`config.mk`:
```
export PLATFORM = sky130hd
export DESIGN_NAME = mips_fetch_unit_flat
export DESIGN_NICKNAME = d
export VERILOG_FILES = /design/src/rtl/mips_fetch_pkg.sv /design/src/rtl/mips_fetch_if.sv /design/src/rtl/fetch_wait_timer.sv /design/src/rtl/mips_fetch_unit.sv /design/src/flat_wrapper.sv
export SDC_FILE = /design/constraint.sdc
export NUM_CORES = 1
export LEC_CHECK = 0
export CAP_MARGIN = 20
export CORE_ASPECT_RATIO = 0.7
export CORE_MARGIN = 2
export CORE_UTILIZATION = 49
export CTS_BUF_LIST = sky130_fd_sc_hd__clkbuf_2
export DETAILED_ROUTE_END_ITERATION = 12
export PLACE_DENSITY = 0.9
export SYNTH_ARGS = -nofsm -noshare
export SYNTH_HDL_FRONTEND = slang
export SYNTH_SLANG_ARGS = --single-unit
```
`constraint.sdc`:
```
create_clock -name clk -period 2.73 [get_ports clk]
set_input_delay 0.6825 -clock clk [delete_from_list [all_inputs] [get_ports clk]]
set_output_delay 0.6825 -clock clk [all_outputs]
set_load 0.02 [all_outputs]
```
`src/rtl/mips_fetch_pkg.sv`:
```
// Shared types and constants for the MIPS instruction-fetch stage.
package mips_fetch_pkg;

    localparam int INSTR_W = 32;
    localparam int OPC_MSB = 31;
    localparam int OPC_LSB = 26;

    localparam logic [31:0] DEFAULT_RESET_PC = 32'h0000_0000;

    typedef enum logic [1:0] {
        IDLE   = 2'd0,
        REQ    = 2'd1,
        HOLD   = 2'd2,
        SQUASH = 2'd3
    } fetch_state_e;

    function automatic logic [31:0] word_align(input logic [31:0] addr);
        return {addr[31:2], 2'b00};
    endfunction

endpackage

```
`src/rtl/mips_fetch_if.sv`:
```
// Instruction-memory request/acknowledge bus between fetch and memory.
interface mips_fetch_if;

    logic        imem_req;
    logic [31:0] imem_addr;
    logic        imem_ack;
    logic [31:0] imem_rdata;

    modport master (
        output imem_req,
        output imem_addr,
        input  imem_ack,
        input  imem_rdata
    );

    modport slave (
        input  imem_req,
        input  imem_addr,
        output imem_ack,
        output imem_rdata
    );

endinterface

```
`src/rtl/fetch_wait_timer.sv`:
```
// Saturating count of un-acked request cycles with a sticky timeout flag.
module fetch_wait_timer #(
    parameter int unsigned MAX_WAIT = 255
) (
    input  logic clk,
    input  logic reset_n,
    input  logic active,
    input  logic clear,
    output logic imem_timeout
);

    localparam logic [15:0] LIMIT      = 16'(MAX_WAIT);
    localparam logic [15:0] LIMIT_LESS = 16'(MAX_WAIT - 1);

    logic [15:0] wait_cnt_reg;
    logic        timeout_reg;
    logic        tick;

    assign tick = active & ~clear;

    always_ff @(posedge clk or negedge reset_n) begin
        if (!reset_n) begin
            wait_cnt_reg <= '0;
            timeout_reg  <= 1'b0;
        end else begin
            if (clear) begin
                wait_cnt_reg <= '0;
            end else if (tick && (wait_cnt_reg < LIMIT)) begin
                wait_cnt_reg <= wait_cnt_reg + 16'd1;
            end
            // The flag rises on the cycle whose increment reaches the limit.
            if (tick && (wait_cnt_reg >= LIMIT_LESS)) begin
                timeout_reg <= 1'b1;
            end
        end
    end

    assign imem_timeout = timeout_reg;

endmodule

```
`src/rtl/mips_fetch_unit.sv`:
```
// MIPS instruction-fetch stage: PC, imem handshake, redirect squashing, decode hand-off.
// Optional performance counters are built when FETCH_PERF_CNT_EN is defined.
module mips_fetch_unit
    import mips_fetch_pkg::*;
#(
    parameter logic [31:0] RESET_PC = DEFAULT_RESET_PC,
    parameter int unsigned MAX_WAIT = 255
) (
    input  logic               clk,
    input  logic               reset_n,
    mips_fetch_if.master       imem,
    input  logic               redirect_valid,
    input  logic [31:0]        redirect_target,
    input  logic               decode_ready,
    output logic               instr_valid,
    output logic [INSTR_W-1:0] instr,
    output logic [5:0]         opcode,
    output logic [31:0]        instr_pc,
    output logic [31:0]        pc_plus4,
    output logic               misaligned,
    output logic               imem_timeout,
    output logic [31:0]        fetch_count,
    output logic [31:0]        stall_count
);

    fetch_state_e       state_reg, state_next;
    logic [31:0]        pc_reg, pc_next;
    logic [31:0]        pend_reg, pend_next;
    logic [INSTR_W-1:0] instr_reg, instr_next;
    logic [31:0]        instr_pc_reg, instr_pc_next;
    logic [31:0]        pc_plus4_reg, pc_plus4_next;
    logic               valid_reg, valid_next;
    logic               misaligned_reg;

    logic               req_active;
    logic               ack_hit;
    logic [31:0]        target_aligned;
    logic [31:0]        pc_inc;

    // Request depends on the state register only, never on inputs.
    assign req_active     = (state_reg == REQ) || (state_reg == SQUASH);
    assign ack_hit        = req_active & imem.imem_ack;
    assign target_aligned = word_align(redirect_target);
    assign pc_inc         = pc_reg + 32'd4;

    always_comb begin
        state_next    = state_reg;
        pc_next       = pc_reg;
        pend_next     = pend_reg;
        instr_next    = instr_reg;
        instr_pc_next = instr_pc_reg;
        pc_plus4_next = pc_plus4_reg;
        valid_next    = valid_reg;
        case (state_reg)
            IDLE: begin
                state_next = REQ;
                if (redirect_valid) pc_next = target_aligned;
            end
            REQ: begin
                if (redirect_valid) begin
                    if (ack_hit) begin
                        pc_next = target_aligned;
                    end else begin
                        pend_next  = target_aligned;
                        state_next = SQUASH;
                    end
                end else if (ack_hit) begin
                    instr_next    = imem.imem_rdata;
                    instr_pc_next = pc_reg;
                    pc_plus4_next = pc_inc;
                    pc_next       = pc_inc;
                    valid_next    = 1'b1;
                    state_next    = HOLD;
                end
            end
            HOLD: begin
                if (redirect_valid) begin
                    pc_next    = target_aligned;
                    valid_next = 1'b0;
                    state_next = REQ;
                end else if (decode_ready) begin
                    valid_next = 1'b0;
                    state_next = REQ;
                end
            end
            SQUASH: begin
                // The address stays on the old PC until the stale word drains.
                if (redirect_valid) pend_next = target_aligned;
                if (ack_hit) begin
                    pc_next    = redirect_valid ? target_aligned : pend_reg;
                    state_next = REQ;
                end
            end
            default: state_next = IDLE;
        endcase
    end

    always_ff @(posedge clk or negedge reset_n) begin
        if (!reset_n) begin
            state_reg      <= IDLE;
            pc_reg         <= RESET_PC;
            pend_reg       <= '0;
            instr_reg      <= '0;
            instr_pc_reg   <= '0;
            pc_plus4_reg   <= '0;
            valid_reg      <= 1'b0;
            misaligned_reg <= 1'b0;
        end else begin
            state_reg      <= state_next;
            pc_reg         <= pc_next;
            pend_reg       <= pend_next;
            instr_reg      <= instr_next;
            instr_pc_reg   <= instr_pc_next;
            pc_plus4_reg   <= pc_plus4_next;
            valid_reg      <= valid_next;
            misaligned_reg <= redirect_valid && (redirect_target[1:0] != 2'b00);
        end
    end

    fetch_wait_timer #(
        .MAX_WAIT (MAX_WAIT)
    ) u_wait_timer (
        .clk          (clk),
        .reset_n      (reset_n),
        .active       (req_active),
        .clear        (ack_hit | (state_next != state_reg)),
        .imem_timeout (imem_timeout)
    );

    assign imem.imem_req  = req_active;
    assign imem.imem_addr = pc_reg;
    assign instr_valid    = valid_reg;
    assign instr          = instr_reg;
    assign opcode         = instr_reg[OPC_MSB:OPC_LSB];
    assign instr_pc       = instr_pc_reg;
    assign pc_plus4       = pc_plus4_reg;
    assign misaligned     = misaligned_reg;

`ifdef FETCH_PERF_CNT_EN
    logic [1:0] cnt_inc;

    assign cnt_inc[0] = valid_reg & decode_ready & ~redirect_valid;
    assign cnt_inc[1] = valid_reg & ~decode_ready;

    generate
        for (genvar gi = 0; gi < 2; gi++) begin : g_perf
            logic [31:0] cnt_reg;
            always_ff @(posedge clk or negedge reset_n) begin
                if (!reset_n) begin
                    cnt_reg <= '0;
                end else if (cnt_inc[gi] && (cnt_reg != 32'hFFFF_FFFF)) begin
                    cnt_reg <= cnt_reg + 32'd1;
                end
            end
        end
    endgenerate

    assign fetch_count = g_perf[0].cnt_reg;
    assign stall_count = g_perf[1].cnt_reg;
`else
    assign fetch_count = '0;
    assign stall_count = '0;
`endif

endmodule

```
`src/flat_wrapper.sv`:
```
// flat-port wrapper written by rule: the top's interface ports become plain ports
module mips_fetch_unit_flat import mips_fetch_pkg::*;
#(
    parameter logic [31:0] RESET_PC = DEFAULT_RESET_PC,
    parameter int unsigned MAX_WAIT = 255
)
  (clk, reset_n, redirect_valid, redirect_target, decode_ready, instr_valid, instr, opcode, instr_pc, pc_plus4, misaligned, imem_timeout, fetch_count, stall_count, imem_imem_req, imem_imem_addr, imem_imem_ack, imem_imem_rdata);
  mips_fetch_if imem_i ();
  input  logic clk;
  input  logic reset_n;
  input  logic redirect_valid;
  input  logic [31:0] redirect_target;
  input  logic decode_ready;
  output logic instr_valid;
  output logic [INSTR_W-1:0] instr;
  output logic [5:0] opcode;
  output logic [31:0] instr_pc;
  output logic [31:0] pc_plus4;
  output logic misaligned;
  output logic imem_timeout;
  output logic [31:0] fetch_count;
  output logic [31:0] stall_count;
  output wire logic [$bits(imem_i.imem_req)-1:0] imem_imem_req;
  output wire logic [$bits(imem_i.imem_addr)-1:0] imem_imem_addr;
  input wire logic [$bits(imem_i.imem_ack)-1:0] imem_imem_ack;
  input wire logic [$bits(imem_i.imem_rdata)-1:0] imem_imem_rdata;
  assign imem_imem_req = imem_i.imem_req;
  assign imem_imem_addr = imem_i.imem_addr;
  assign imem_i.imem_ack = imem_imem_ack;
  assign imem_i.imem_rdata = imem_imem_rdata;
  mips_fetch_unit #(.RESET_PC(RESET_PC), .MAX_WAIT(MAX_WAIT)) u_core (.clk(clk), .reset_n(reset_n), .imem(imem_i), .redirect_valid(redirect_valid), .redirect_target(redirect_target), .decode_ready(decode_ready), .instr_valid(instr_valid), .instr(instr), .opcode(opcode), .instr_pc(instr_pc), .pc_plus4(pc_plus4), .misaligned(misaligned), .imem_timeout(imem_timeout), .fetch_count(fetch_count), .stall_count(stall_count));
endmodule
```
==> impl_results.md <==
* CP max-delay cell: clkdlybuf4s50_1
* Peak VDD IR at 0.3583 mV
* CP required at 2050 ps
* Commonest cells after routing, fill and taps aside: nand2_1, clkdlybuf4s50_1, dfrtp_1
* Pwr Total at 8809 uW
* Post-Route WL at 24490 um
* Initial antenna violation count at 0
* Setup TNS at 0 ps
* Core Area at 17320 um2
* Number of enable flip-flop cells after synthesis at 0
* Largest net degree at the start of global routing at 70
* Unrepaired setup endpoints after global routing: no
* Yosys warning count at 0
* 1st-iter DRT viols at 816
* Number of synthesized register bits at 179
* Root buf cell: clkbuf_2
* Crit-path max cell delay at 650 ps
* Vias per cell at 5.416
* Worst Skew at 38.55 ps
* Leak pwr at 0.005195 uW
* Commonest non-fill, non-tap cell in the layout: nand2_1
* Die H at 115.8 um
* Area leader, netlist: dfrtp_1
* Post-synth top area share at 0.5119
* Fin. max-slew vios at 0
* Power Dens Cells at 780.4 nW/um2
* Worst-margin pin slew at 705.0 ps
* Vias in the first global route at 7145
* Num ports at 271
* CP Class: flop to output pin
* DRT antenna net count at 0
* Final Critical Period at 2590 ps
* Synthesized cell area at 8751 um2
* Final period util at 0.9486
* DP Wirelength at 17970 um
* Nets at 1216
* Port buffer count at 206
* Max cap viols at 0
* Crit path arrival time at 1910 ps
* DRC at 0
* Buffers and inverters on the worst path at 1
* Die area at 18960 um2
* Setup crit start kind: flop
* First-pass GRT wire length at 37800 um
* Ant. Diodes at 0
* Final Hold Fails at 0
* Status: completed
* Ys async rst share at 1.000
* DR vias at 7506
* Synth-to-Final Area Change at 28.98%
* Fill count at 1400
* CTS Sinks at 179
* RD Place Congestion at 0.9093
* Seq/Total Area, Yosys at 0.5119
* Total track usage at 0.2575
* Row cnt at 40
* Top cells by area, synth: dfrtp_1, nand2_1, buf_4
* Slew margin rel. at 0.5250
* Grt ovf at 0
* Initial core utilization at 0.5053
* Num CTS Buffers at 17
* Synth cell types at 57
* TritonCTS clock tree: done
* Peak Freq at 0.3861 GHz
* Crit end category: output pin
* Critical-path maximum fanout at 5
* Mean Syn Cell Area at 9.349 um2
* Worst-path clk slew at 270 ps
* Final setup viols at 0
* Layout cell share with drive strength beyond 1 at 0.1134
* Post-Syn Instances at 936
* Synth Flop Type: dfrtp_1
* Die Wd at 163.7 um
* Worst skew pair latency at 740 ps
* H-tree depth at 4
* CP top delay family: buffers and inverters
* First-pass iteration count of the detailed router at 7
* Clk buf depth at 2
* Crit path cell chain: clkdlybuf4s50_1
* Routed len/inst at 17.67 um
* Worst min-delay path category: input pin to flop
-- per-stage QoR --
step | setup WS (ps) | cells | area (um2) | utilization | hold slack [ps]
2_1_floorplan | 450.0 | 999 | 8987 | - | 386.9
3_3_place_gp | 153.5 | 1347 | 10970 | 0.6334 | 456.2
3_5_place_dp | 49.76 | 1347 | 10970 | 0.6334 | 461.0
4_1_cts | 11.77 | 1380 | 11210 | 0.6475 | 348.7
5_1_grt | 1.215 | 1386 | 11290 | 0.6518 | 293.2
6_report | 140.2 | 1386 | 11290 | 0.6518 | 411.5
-- layout make-up --
class	count	area, um2	share of cell area
Clock buffer	19	95.09	0.008425
Clock inverter	11	115.1	0.01020
Tap cell	231	289.0	0.02561
Inverter	16	60.06	0.005321
Timing Repair Buffer	251	2524	0.2236
Sequential cell	179	4498	0.3985
Multi-Input combinational cell	679	3706	0.3283
-- cells by family after synthesis --
family          count (synthesis)  share of synthesized area
compound gates                191                     0.1413
xor+xnor                       27                    0.02702
fa+ha+maj                       3                   0.004290
buf+inv                       141                    0.09336
flops                         179                     0.5119
mux                            31                    0.03975
other cells                     1                  0.0004285
simple gates                  363                     0.1820
-- cell usage after synthesis, types with 2 or more instances --
library cell	number
and4_1	5
o21ai_0	63
o21a_1	4
o31ai_1	3
o2bb2ai_1	2
buf_2	7
nand2b_1	4
o21bai_1	4
mux2_2	30
o22a_1	5
nand4_1	10
nor3b_1	2
a211o_1	2
a2bb2oi_1	13
o21ai_1	7
and2_1	12
buf_4	74
nor2_1	35
a21oi_1	39
a22o_1	4
ha_1	3
o211ai_1	7
nand2_1	245
and3_1	4
o221ai_1	2
inv_1	16
nor2b_1	2
nor4_2	2
xnor2_1	21
or2_2	2
o2bb2a_1	10
xor2_1	6
dfrtp_1	179
or4_4	2
a31oi_1	2
a21o_1	12
clkbuf_1	42
nor3_1	6
nand3_1	15
or3_1	6
nor4_1	7
o22ai_1	5
-- power breakdown --
group	switching (uW)	internal (uW)
Sequential	520	3300
Clock	899	408
Combinational	2000	1680
Total	3420	5390
-- path summary, 6_finish.rpt --
path / startpoint / end / slack (ps) / depth (start not counted)
max in group asynchronous: reset_n / u_core.instr_pc[7]$_DFFE_PN0P_ / 1540 / 3
max reg2reg: u_core.imem.imem_addr[3]$_DFFE_PN0P_ / u_core.imem.imem_addr[24]$_DFFE_PN0P_ / 300 / 6
min: imem_imem_rdata[17] / u_core.instr[17]$_DFFE_PN0P_ / 410 / 3
max: u_core.imem.imem_addr[3]$_DFFE_PN0P_ / imem_imem_addr[3] / 140 / 1
min in group asynchronous: reset_n / u_core.imem.imem_addr[25]$_DFFE_PN0P_ / 480 / 2
min reg2reg: u_core.instr_pc[7]$_DFFE_PN0P_ / u_core.instr_pc[7]$_DFFE_PN0P_ / 510 / 2
-- layer usage --
metal | global-route usage | vias up | part of all wire
met2 | 0.4118 | 390 | 0.47
li1 | - | 3444 | -
met1 | 0.3492 | 3639 | 0.42
met5 | 0 | - | 0
met3 | 0.07731 | 33 | 0.099
met4 | 0.06023 | 0 | 0.013
-- repair_timing --
item | 4_1_cts | 5_1_grt
hold buffers | 1 | 0
gates resized for setup | 11 | 15
setup buffers | 2 | 6
endpoints found under the setup margin | 12 | 18
hold endpoints to repair | 62 | 0
No activity file was read; power rests on OpenSTA's default activity.
